File: config.mk
export PLATFORM = sky130hd
export DESIGN_NAME = lsu_byte_master
export DESIGN_NICKNAME = d
export VERILOG_FILES = /design/src/rtl/lsu_byte_master.sv
export SDC_FILE = /design/constraint.sdc
export NUM_CORES = 1
export LEC_CHECK = 0
export ABC_CLOCK_PERIOD_IN_PS = 4520
export BUFFER_PORTS_ARGS = -buffer_cell sky130_fd_sc_hd__clkbuf_2
export CORE_ASPECT_RATIO = 1.2
export CORE_MARGIN = 2
export CORE_UTILIZATION = 40
export DETAILED_ROUTE_END_ITERATION = 10
export GPL_ROUTABILITY_DRIVEN = 0
export GPL_TIMING_DRIVEN = 1
export PLACE_DENSITY_LB_ADDON = 0.25
export SYNTH_ARGS = -nofsm -noshare
export SYNTH_HDL_FRONTEND = slang
export SYNTH_SLANG_ARGS = --single-unit
export TNS_END_PERCENT = 1
File: constraint.sdc
create_clock -name clk -period 4.52 [get_ports clk]
set_input_delay 0.904 -clock clk [delete_from_list [all_inputs] [get_ports clk]]
set_output_delay 0.904 -clock clk [all_outputs]
set_load 0.01 [all_outputs]
File: src/rtl/lsu_byte_master.sv
// ============================================================================
// Module   : lsu_byte_master
// Function : Load/store initiator sequencing one byte per cycle on a big-endian
//            byte-wide memory port, with sign/zero extension of load results.
// Revision : 1.0
// ============================================================================
`default_nettype none

module lsu_byte_master #(
  parameter int MEM_BYTES = 256
) (
  input  logic        clk,
  input  logic        rst_n,
  input  logic        req_valid,
  output logic        req_ready,
  input  logic        req_we,
  input  logic [2:0]  req_func3,
  input  logic [31:0] req_addr,
  input  logic [31:0] req_wdata,
  output logic        rsp_valid,
  output logic        rsp_err,
  output logic [31:0] rsp_rdata,
  output logic [31:0] mem_addr,
  output logic        mem_re,
  output logic        mem_we,
  output logic [7:0]  mem_wdata,
  input  logic [7:0]  mem_rdata
);

  typedef enum logic [1:0] {
    IDLE = 2'd0,
    XFER = 2'd1,
    RESP = 2'd2,
    ERR  = 2'd3
  } state_t;

  state_t      r_state;
  logic        r_we;
  logic [2:0]  r_func3;
  logic [1:0]  r_k;
  logic [1:0]  r_last;
  logic [23:0] r_acc;
  logic [31:0] r_sh;

  logic        w_accept;
  logic [1:0]  w_last;
  logic [4:0]  w_sh_amt;
  logic        w_bad_func;
  logic [32:0] w_end;
  logic        w_oob;
  logic [31:0] w_wshift;
  logic [31:0] w_acc_next;
  logic [31:0] w_load_data;

  // Ready is held low for the whole time reset is asserted.
  assign req_ready = rst_n && (r_state == IDLE);
  assign w_accept  = req_valid && req_ready;

  always_comb begin
    w_last   = 2'd3;
    w_sh_amt = 5'd0;
    case (req_func3[1:0])
      2'b00:   begin w_last = 2'd0; w_sh_amt = 5'd24; end
      2'b01:   begin w_last = 2'd1; w_sh_amt = 5'd16; end
      default: ;
    endcase
  end

  assign w_bad_func = req_we ? (req_func3 > 3'b010)
                             : ((req_func3[1:0] == 2'b11) || (req_func3[2:1] == 2'b11));
  // Last byte address at 33 bits so a high address cannot wrap into range.
  assign w_end      = {1'b0, req_addr} + {31'd0, w_last};
  assign w_oob      = w_end >= 33'(MEM_BYTES);
  // Left-justify the store bytes so the MSB-first byte is always [31:24].
  assign w_wshift   = req_wdata << w_sh_amt;
  assign w_acc_next = {r_acc, mem_rdata};

  always_comb begin
    w_load_data = w_acc_next;
    case (r_func3)
      3'b000:  w_load_data = {{24{w_acc_next[7]}}, w_acc_next[7:0]};
      3'b100:  w_load_data = {24'd0, w_acc_next[7:0]};
      3'b001:  w_load_data = {{16{w_acc_next[15]}}, w_acc_next[15:0]};
      3'b101:  w_load_data = {16'd0, w_acc_next[15:0]};
      default: ;
    endcase
  end

  always_ff @(posedge clk or negedge rst_n) begin
    if (!rst_n) begin
      r_state   <= IDLE;
      r_we      <= 1'b0;
      r_func3   <= 3'd0;
      r_k       <= 2'd0;
      r_last    <= 2'd0;
      r_acc     <= 24'd0;
      r_sh      <= 32'd0;
      rsp_valid <= 1'b0;
      rsp_err   <= 1'b0;
      rsp_rdata <= 32'd0;
      mem_addr  <= 32'd0;
      mem_re    <= 1'b0;
      mem_we    <= 1'b0;
      mem_wdata <= 8'd0;
    end else begin
      case (r_state)
        IDLE: begin
          if (w_accept) begin
            r_we    <= req_we;
            r_func3 <= req_func3;
            r_k     <= 2'd0;
            r_last  <= w_last;
            r_acc   <= 24'd0;
            if (w_bad_func || w_oob) begin
              r_state   <= ERR;
              rsp_valid <= 1'b1;
              rsp_err   <= 1'b1;
              rsp_rdata <= 32'd0;
            end else begin
              r_state   <= XFER;
              mem_addr  <= req_addr;
              mem_re    <= !req_we;
              mem_we    <= req_we;
              mem_wdata <= req_we ? w_wshift[31:24] : 8'd0;
              r_sh      <= w_wshift << 8;
            end
          end
        end
        XFER: begin
          if (!r_we) begin
            r_acc <= w_acc_next[23:0];
          end
          if (r_k == r_last) begin
            r_state   <= RESP;
            mem_addr  <= 32'd0;
            mem_re    <= 1'b0;
            mem_we    <= 1'b0;
            mem_wdata <= 8'd0;
            rsp_valid <= 1'b1;
            rsp_err   <= 1'b0;
            rsp_rdata <= r_we ? 32'd0 : w_load_data;
          end else begin
            r_k       <= r_k + 2'd1;
            mem_addr  <= mem_addr + 32'd1;
            mem_wdata <= r_we ? r_sh[31:24] : 8'd0;
            r_sh      <= r_sh << 8;
          end
        end
        RESP, ERR: begin
          r_state   <= IDLE;
          rsp_valid <= 1'b0;
          rsp_err   <= 1'b0;
        end
        default: r_state <= IDLE;
      endcase
    end
  end

endmodule

`default_nettype wire

==> results.sh, run 1 <==
export IMPL_busiest_layer="met2"
export IMPL_avgViaCountPerCell=5.62
export IMPL_io_pins=156
export IMPL_wirelength_um=21400
export IMPL_synth_seq_area_share=0.446
export IMPL_die_y_um=154
export IMPL_clock_latency_ps=420
export IMPL_route_detailed_drc=0
export IMPL_syn_instance_count=849
export IMPL_grt_met3_usage=0.0474
export IMPL_place_inst=1218
export IMPL_ctsHtreeMaxLevel=4
export IMPL_ir_drop_mv=0.371
export IMPL_firstDrtPassIters=5
export IMPL_crit_path_end_kind="flip-flop"
export IMPL_drive_above_1_share=0.241
export IMPL_cts_sinks=134
export IMPL_grt_pass1_vias=6620
export IMPL_drt_initial_drc_count=497
export IMPL_synth_area_per_cell_um2=8.86
export IMPL_rows=54
export IMPL_synth_fp_nets=932
export IMPL_maxCapViolCount=0
export IMPL_powerDensity_nw_per_um2=580
export IMPL_start_kind="input port"
export IMPL_grt_antenna_before_repair=0
export IMPL_yosysWarnings=0
export IMPL_nets=1068
export IMPL_grt_usage=0.217
export IMPL_synth_area_leaders="dfrtp_1, nand2_1, o21ai_0"
export IMPL_ant_nets=0
export IMPL_wl_per_cell_um=17.1
export IMPL_ctsLongestPathBuffers=2
export IMPL_p_sw_frac=0.381
export IMPL_clk_pin_slew_ps=50
export IMPL_relSlewSlack=0.250
export IMPL_fin_util=0.496
export IMPL_post_cts_setup_buffer_count=0
export IMPL_vias=6998
export IMPL_max_freq_mhz=254
export IMPL_setup_tns_ps=0
export IMPL_yosysTopAreaCellShare=0.446
export IMPL_final_cell_mix="clkbuf_2, nand2_1, dfrtp_1"
export IMPL_place_worst_setup_slack_ps=179
export IMPL_hold_path_class="in -> async"
export IMPL_use_met1=0.278
export IMPL_path_max_fanout=13
export IMPL_internal_power_mw=3.26
export IMPL_worstMarginPinSlew_ps=1120
export IMPL_syn_area_um2=7520
export IMPL_ys_types=65
export IMPL_syn_to_final_growth_pct=20.9
export IMPL_worstSetupPathType="in -> reg"
export IMPL_synth_ff_type="dfrtp_1"
export IMPL_worstPathRequired_ps=4820
export IMPL_grt_pass1_wl_um=34400
export IMPL_async_reset_ff_frac=1.00
export IMPL_port_buffers=155
export IMPL_synth_top_area_cell="dfrtp_1"
export IMPL_numCtsBuffers=17
export IMPL_switching_power_mw=2.01
export IMPL_clock_skew_ps=14.6
export IMPL_clkPwrFrac=0.246
export IMPL_worst_slack_ps=583
export IMPL_p_leak_nw=4.37
export IMPL_ctsResizeCount=0
export IMPL_min_period_over_period=0.871
export IMPL_finalSetupViolations=0
export IMPL_hold_viol=0
export IMPL_cts_tree="done"
export IMPL_grt_max_degree=63
export IMPL_root_buffer="clkbuf_16"
export IMPL_stdcell_count=1246
export IMPL_die_x_um=129
export IMPL_rsz0062_at_grt="false"
export IMPL_finalWorstPathRequiredPeriod_ps=3940
export IMPL_crit_arrival_ps=4230
export IMPL_gr_usage_met2=0.362
export IMPL_core_area_um2=18300
export IMPL_pwr_share_comb=0.369
export IMPL_place_hpwl_um=14900
export IMPL_cts_hold_fix_buffers=0
export IMPL_drv_slew=0
export IMPL_layout_commonest_cell="clkbuf_2"
export IMPL_ys_ff_latch=134
export IMPL_n_antenna_cell=0
export IMPL_fillers=1830
export IMPL_seqPwrFrac=0.385
export IMPL_dieArea_um2=19900
export IMPL_synth_edf_count=0
export IMPL_status="finished clean"
export IMPL_overflow=0
export IMPL_initial_utilization=0.411
## kinds of logic (layout without fill, tap and decap cells)
family          after synthesis  after routing  synth area share
compound gates              212            212             0.191
xor+xnor                      5              5           0.00582
fa+ha+maj                     4              4           0.00766
buf+inv                      72            217            0.0398
flops                       134            134             0.446
mux                          39             39            0.0564
simple gates                383            383             0.254
## path summary, 6_finish.rpt
check / startpoint / to / slack (ps) / depth (start not counted)
max in group asynchronous: rst_n / rsp_rdata[11] / 2440 / 3
setup reg to reg: r_k[0] / rsp_rdata[26] / 1600 / 6
hold reg to reg: r_acc[21] / r_acc[21] / 470 / 2
min in group clk: r_acc[21] / r_acc[21] / 470 / 2
hold / removal: rst_n / rsp_err / 360 / 1
setup / recovery: req_func3[1] / mem_addr[25] / 580 / 13
## synthesized netlist by cell type, types with 2 or more instances
| library cell | n |
|---|---|
| nor3_1 | 15 |
| xnor2_1 | 4 |
| a31o_2 | 5 |
| and4_1 | 5 |
| clkbuf_1 | 43 |
| a211o_1 | 2 |
| a311o_1 | 7 |
| mux2_2 | 27 |
| o211ai_1 | 7 |
| or3_1 | 7 |
| nand2b_1 | 19 |
| buf_1 | 3 |
| nor4_1 | 10 |
| and3_1 | 39 |
| o21ai_0 | 62 |
| a21o_1 | 8 |
| buf_2 | 8 |
| nand3_1 | 47 |
| a31oi_1 | 4 |
| nand3b_1 | 7 |
| dfrtp_1 | 134 |
| o31ai_1 | 12 |
| ha_1 | 3 |
| mux2i_1 | 12 |
| nand4_1 | 16 |
| a311oi_1 | 2 |
| a2bb2oi_1 | 8 |
| a22o_1 | 32 |
| nand2_1 | 134 |
| nor2b_1 | 4 |
| inv_1 | 15 |
| nor3b_1 | 6 |
| buf_6 | 2 |
| o22ai_1 | 2 |
| a22oi_1 | 3 |
| or3_4 | 2 |
| a21boi_0 | 2 |
| a21oi_1 | 41 |
| or4_1 | 6 |
| and2_1 | 5 |
| nor2_1 | 55 |
## metrics by stage
stage	hold WS, ps	cell area (µm²)	power (mW)
floorplan	441	7520	3.25
global placement	453	8550	3.96
detailed placement	464	8550	4.00
CTS	362	9090	5.31
global route	375	9090	5.63
finish	362	9090	5.27
## final cells by class
cell class | instances | area, µm² | area share
Clock buffer | 22 | 454 | 0.0500
Sequential cell | 134 | 3350 | 0.369
Tap cell | 252 | 315 | 0.0347
Multi-Input combinational cell | 643 | 3880 | 0.427
Timing Repair Buffer | 174 | 950 | 0.105
Clock inverter | 6 | 80.1 | 0.00881
Inverter | 15 | 56.3 | 0.00620
## layer usage
metal,share of wire,wire [µm],vias to the layer above
li1,-,-,3365
met1,0.44,9440,3394
met2,0.49,10500,212
met3,0.048,1030,27
met4,0.020,425,0
met5,0,0,-
## sequential cells by signal, summed over array words and instances (netlist names), 2 cells and up
name / cells
mem_addr: 32
mem_wdata: 8
r_acc: 24
r_func3: 3
r_k: 2
r_last: 2
r_sh: 24
r_state: 2
rsp_rdata: 32
## power by group through the flow
stage	clock network (mW)	logic, mW	registers [mW]
CTS	1.32	1.96	2.03
finish	1.30	1.95	2.03
floorplan	0	1.25	2.00
global placement	0	1.92	2.04
global route	1.37	2.16	2.09
detailed placement	0	1.96	2.04
## worst max-delay path, cell delays in order
cell and delay (ps):
clkbuf_2 130, or2_2 140, ha_1 180, fa_1 210, nand4_1 150, or4_1 620
a2111oi_0 390, a21oi_1 80, nor4_1 290, nand4b_1 120, buf_4 190, or2_1 410
a311o_1 430
No activity file was read; power rests on OpenSTA's default activity.
==> inputs of run 2 (changes only) <==
--- a/config.mk
+++ b/config.mk
@@ -5,7 +5,7 @@
 export SDC_FILE = /design/constraint.sdc
 export NUM_CORES = 1
 export LEC_CHECK = 0
-export ABC_CLOCK_PERIOD_IN_PS = 4520
+export ABC_CLOCK_PERIOD_IN_PS = 3500
 export BUFFER_PORTS_ARGS = -buffer_cell sky130_fd_sc_hd__clkbuf_2
 export CORE_ASPECT_RATIO = 1.2
 export CORE_MARGIN = 2
==> constraint.sdc (replaced) <==
create_clock -name clk -period 3.5 [get_ports clk]
set_input_delay 0.7 -clock clk [delete_from_list [all_inputs] [get_ports clk]]
set_output_delay 0.7 -clock clk [all_outputs]
set_load 0.01 [all_outputs]
==> run 2 against run 1 <==
Effect of this change:
- worst hold slack worse by 260 ps
- highest routed layer unchanged
- clock power is 37% higher
- largest power group is now combinational cells
- sequential share of layout area is 1.3 points lower
- sequential cell count unchanged
- final area increased by 3.5%
- global-route usage down 0.34 points
- total power is 32% higher
- sequential power grew 27%
==> results.sh, run 2 (synthesis gave the netlist of run 1 again) <==
export IMPL_grt_max_degree=71
export IMPL_grt_usage=0.214
export IMPL_relSlewSlack=0.368
export IMPL_rows=54
export IMPL_path_max_fanout=24
export IMPL_place_hpwl_um=14800
export IMPL_clock_latency_ps=420
export IMPL_fillers=1788
export IMPL_crit_path_end="r_sh[21]"
export IMPL_syn_to_final_growth_pct=25.1
export IMPL_initial_utilization=0.411
export IMPL_drt_initial_drc_count=565
export IMPL_worstPathRequired_ps=3810
export IMPL_p_leak_nw=4.52
export IMPL_route_detailed_drc=0
export IMPL_whs_ps=102
export IMPL_crit_path_end_kind="flip-flop"
export IMPL_max_freq_mhz=301
export IMPL_wl_met3_um=1020
export IMPL_layout_commonest_cell="clkbuf_2"
export IMPL_maxCapViolCount=0
export IMPL_ant_nets=0
export IMPL_overflow=0
export IMPL_clock_skew_ps=15.5
export IMPL_firstDrtPassIters=5
export IMPL_start_kind="input port"
export IMPL_core_area_um2=18300
export IMPL_die_y_um=154
export IMPL_min_period_over_period=0.950
export IMPL_ctsLongestPathBuffers=2
export IMPL_r2r_slack_ps=1020
export IMPL_cts_sinks=134
export IMPL_r2r_cells=9
export IMPL_avgViaCountPerCell=5.44
export IMPL_clk_pin_slew_ps=60
export IMPL_multi_input_area_um2=3940
export IMPL_port_buffers=155
export IMPL_root_buffer="clkbuf_16"
export IMPL_ctsHtreeMaxLevel=4
export IMPL_worst_slack_ps=177
export IMPL_wl_per_cell_um=16.3
export IMPL_place_inst=1241
export IMPL_status="finished clean"
export IMPL_cts_hold_fix_buffers=0
export IMPL_crit_start="req_func3[1]"
export IMPL_worstMarginPinSlew_ps=946
export IMPL_dieArea_um2=19900
export IMPL_worstSetupPathType="in -> reg"
export IMPL_die_x_um=129
export IMPL_crit_arrival_ps=3630
export IMPL_grt_pass1_vias=6604
export IMPL_drt_met1_wl_um=9370
export IMPL_ir_drop_mv=0.461
export IMPL_r2r_end="mem_addr[14]"
export IMPL_nets=1093
export IMPL_cts_tree="done"
export IMPL_n_antenna_cell=0
export IMPL_hold_path_class="in -> async"
export IMPL_grt_antenna_before_repair=0
export IMPL_finalSetupViolations=0
export IMPL_drv_slew=0
export IMPL_rsz0062_at_grt="true"
export IMPL_top_layer="met4"
export IMPL_powerDensity_nw_per_um2=738
export IMPL_seq_area_um2=3350
export IMPL_numCtsBuffers=17
export IMPL_wl_met2_um=10000
export IMPL_crit_reg2reg_launch="mem_addr[0]"
export IMPL_place_worst_setup_slack_ps=-289
export IMPL_hold_viol=0
export IMPL_drive_above_1_share=0.275
export IMPL_wirelength_um=20800
export IMPL_final_cell_mix="clkbuf_2, nand2_1, dfrtp_1"
export IMPL_grt_pass1_wl_um=34000
export IMPL_finalWorstPathRequiredPeriod_ps=3320
export IMPL_reg_top3="mem_addr x32, rsp_rdata x32"
export IMPL_io_pins=156
export IMPL_vias=6941
export IMPL_stdcell_count=1275
run 2: cell types whose count changed in the layout (fill, tap and decap cells not counted), sizes merged:
cell / before / now
buf: 20 / 45
clkbuf: 176 / 173
inv: 15 / 18
clkinv: 4 / 6
clkinvlp: 0 / 2
run 2: worst max-delay path, cell delays in order:
cell,delay (ps)
clkbuf_2,110
or2_4,140
ha_4,130
fa_2,240
nand4_1,160
or4_4,490
a2111oi_4,210
a21oi_1,70
nor4_1,270
nand4b_1,200
buf_6,200
a21oi_4,140
buf_12,190
mux2_2,350
run 2: power by group:
| part | switching (mW) | total (mW) | internal, mW |
|---|---|---|---|
| sequential | 0.476 | 2.58 | 2.10 |
| combinational | 1.48 | 2.59 | 1.10 |
| clock | 0.703 | 1.78 | 1.08 |
| total | 2.66 | 6.94 | 4.28 |
run 2: metrics by stage:
stage	power [mW]	util	setup TNS, ps	instance area (µm²)
after global routing	7.42	0.514	-29.2	9410
after CTS	6.99	0.512	0	9370
final	6.94	0.514	0	9410
after floorplan	4.21	-	-3920	7620
after detailed placement	5.19	0.480	-15660	8780
after global placement	5.14	0.480	-7500	8780
run 2: worst min-delay path by stage:
stage,startpoint,endpoint,cells after the start
after global routing,rst_n,r_sh[27],1
after detailed placement,r_acc[19],r_acc[19],2
after floorplan,rst_n,mem_addr[0],0
after CTS,rst_n,r_sh[24],1
after global placement,r_acc[18],r_acc[18],2
final,rst_n,r_sh[27],1
run 2: what timing repair did:
action,4_1_cts,5_1_grt
buffers inserted,0,2
resized for setup,0,5
setup endpoints to repair,0,33
run 2: layout make-up:
cell class	count	share of cell area
multi-input cells	643	0.419
flip-flops and latches	134	0.356
repair buffers	199	0.123
clock buffers	19	0.0471
well taps	252	0.0335
clock inverters	13	0.0156
inverters	15	0.00598
run 2: per-layer routing:
metal	vias up	global-route usage
li1	3432	-
met1	3275	0.290
met2	205	0.342
met3	29	0.0439
met4	0	0.0657
met5	-	0
==> inputs of run 3 (changes only) <==
--- a/config.mk
+++ b/config.mk
@@ -9,11 +9,12 @@
 export BUFFER_PORTS_ARGS = -buffer_cell sky130_fd_sc_hd__clkbuf_2
 export CORE_ASPECT_RATIO = 1.2
 export CORE_MARGIN = 2
-export CORE_UTILIZATION = 40
+export CORE_UTILIZATION = 35
 export DETAILED_ROUTE_END_ITERATION = 10
 export GPL_ROUTABILITY_DRIVEN = 0
-export GPL_TIMING_DRIVEN = 1
+export GPL_TIMING_DRIVEN = 0
 export PLACE_DENSITY_LB_ADDON = 0.25
+export SETUP_SLACK_MARGIN = 0.05
 export SYNTH_ARGS = -nofsm -noshare
 export SYNTH_HDL_FRONTEND = slang
 export SYNTH_SLANG_ARGS = --single-unit
==> run 3 against run 2 <==
Effect of this change:
- the run now ends with setup timing left
- setup slack got worse by 210 ps
- utilization shrank 5.5 points
- register-to-register slack worse by 680 ps
- sequential power barely moved
- die area up 14%
- critical path depth is 3 higher
- sequential cell count unchanged
- worst hold slack better by 160 ps
- routed wire length rose by 17%
- combinational power up 15%
- global-route usage is 0.090 points higher
==> results.sh, run 3 (synthesis gave the netlist of run 1 again) <==
export IMPL_crit_path_end_kind="flip-flop"
export IMPL_grt_antenna_before_repair=0
export IMPL_syn_to_final_growth_pct=28.6
export IMPL_die_x_um=138
export IMPL_grt_usage=0.215
export IMPL_ir_drop_mv=0.428
export IMPL_powerDensity_nw_per_um2=752
export IMPL_crit_arrival_ps=3850
export IMPL_dieArea_um2=22700
export IMPL_drv_slew=0
export IMPL_rows=58
export IMPL_die_y_um=165
export IMPL_nets=1117
export IMPL_relSlewSlack=0.222
export IMPL_grt_max_degree=76
export IMPL_clock_skew_ps=17.9
export IMPL_drt_initial_drc_count=458
export IMPL_ctsLongestPathBuffers=2
export IMPL_hold_path_class="in -> async"
export IMPL_port_buffers=150
export IMPL_path_max_fanout=5
export IMPL_cts_sinks=134
export IMPL_hold_viol=0
export IMPL_avgViaCountPerCell=5.47
export IMPL_crit_chain="clkbuf_16 -> clkbuf_16 -> or2_4 -> ha_4 -> fa_2 -> buf_6 -> nand4_1 -> nor4_1 -> nor3_1 -> nand4_1 -> nor4_2 -> nand4b_1 -> buf_6 -> a21oi_4 -> buf_6 -> buf_8 -> mux2_4"
export IMPL_place_hpwl_um=17500
export IMPL_io_pins=156
export IMPL_cts_tree="done"
export IMPL_cp_slowest_cell="fa_2"
export IMPL_clk_pin_slew_ps=60
export IMPL_setup_tns_ps=-670
export IMPL_firstDrtPassIters=4
export IMPL_root_buffer="clkbuf_16"
export IMPL_numCtsBuffers=17
export IMPL_finalSetupViolations=25
export IMPL_ctsHtreeMaxLevel=4
export IMPL_status="finished with violations"
export IMPL_core_area_um2=21000
export IMPL_initial_utilization=0.357
export IMPL_n_antenna_cell=0
export IMPL_whs_ps=261
export IMPL_layout_commonest_cell="clkbuf_2"
export IMPL_finalPower_mw=7.27
export IMPL_fillers=2139
export IMPL_place_worst_setup_slack_ps=-887
export IMPL_violations="setup timing"
export IMPL_clock_latency_ps=430
export IMPL_final_cell_mix="clkbuf_2, nand2_1, dfrtp_1"
export IMPL_route_detailed_drc=0
export IMPL_grt_pass1_wl_um=37500
export IMPL_ant_nets=0
export IMPL_cpMostUsedCell="buf_6"
export IMPL_min_period_over_period=1.01
export IMPL_worstPathRequired_ps=3810
export IMPL_wirelength_um=24200
export IMPL_wl_per_cell_um=18.4
export IMPL_fin_area_um2=9670
export IMPL_rsz0062_at_grt="true"
export IMPL_start_kind="input port"
export IMPL_max_freq_mhz=283
export IMPL_cpPeakStageDelay_ps=350
export IMPL_worst_slack_ps=-38.1
export IMPL_grt_pass1_vias=6850
export IMPL_worstSetupPathType="in -> reg"
export IMPL_drive_above_1_share=0.257
export IMPL_p_leak_nw=4.58
export IMPL_vias=7204
export IMPL_place_area_um2=8740
export IMPL_maxCapViolCount=0
export IMPL_worstMarginPinSlew_ps=1160
export IMPL_finalWorstPathRequiredPeriod_ps=3540
export IMPL_overflow=0
export IMPL_reg_top3="mem_addr x32, rsp_rdata x32"
## run 3: cell count changes in the layout (fill, tap and decap cells not counted), sizes merged
cell	delta
buf	-11
bufinv	-1
clkbuf	+37
clkinv	+1
inv	-3
## run 3: worst paths after layout
| path | start | endpoint | slack (ps) | depth (start not counted) |
|---|---|---|---|---|
| max | req_func3[1] | r_sh[16] | -40 | 17 |
| min | rst_n | mem_addr[23] | 260 | 1 |
| max reg2reg | r_k[1] | rsp_rdata[21] | 340 | 8 |
| min reg2reg | rsp_rdata[5] | rsp_rdata[5] | 480 | 1 |
| max in group asynchronous | rst_n | r_acc[15] | 2470 | 2 |
| min in group clk | rsp_rdata[5] | rsp_rdata[5] | 480 | 1 |
## run 3: per-layer routing
metal / wire (µm) / GRT usage / vias up
met3: 1290 / 0.0424 / 18
li1: - / - / 3470
met1: 10500 / 0.277 / 3498
met5: 0 / 0 / -
met2: 12200 / 0.370 / 218
met4: 218 / 0.0492 / 0
## run 3: what timing repair did
item	4_1_cts	5_1_grt
hold buffers	0	0
pin swaps	12	7
gates resized for setup	52	21
endpoints found under the setup margin	101	100
buffers inserted	12	2
gates cloned	3	0
## run 3: worst max-delay path, delay by kind of cell
kind / cells / cell delay, ps
and+or+nand+nor: 7 / 1280
buffers and inverters: 6 / 880
adders and majority gates: 2 / 520
muxes: 1 / 300
AOI/OAI and AO/OA: 1 / 150
## run 3: through the flow
stage / utilization / std cells
after global placement: 0.414 / 1269
after detailed placement: 0.416 / 1270
after CTS: 0.455 / 1314
final: 0.459 / 1316
after floorplan: - / 849
after global routing: 0.459 / 1316
## run 3: where the power goes
part	leakage (nW)	switching, mW	internal (mW)
Combinational	2.54	1.72	1.26
Sequential	1.78	0.474	2.10
Clock	0.263	0.714	0.997
Total	4.58	2.91	4.36
## run 3: area by class of cell
type,count,area [µm²],share of cell area
well taps,270,338,0.0350
multi-input cells,643,4080,0.422
flip-flops and latches,134,3350,0.347
clock inverters,10,103,0.0106
clock buffers,21,450,0.0466
plain buffers,55,320,0.0331
repair buffers,168,965,0.0998
inverters,15,56.3,0.00583
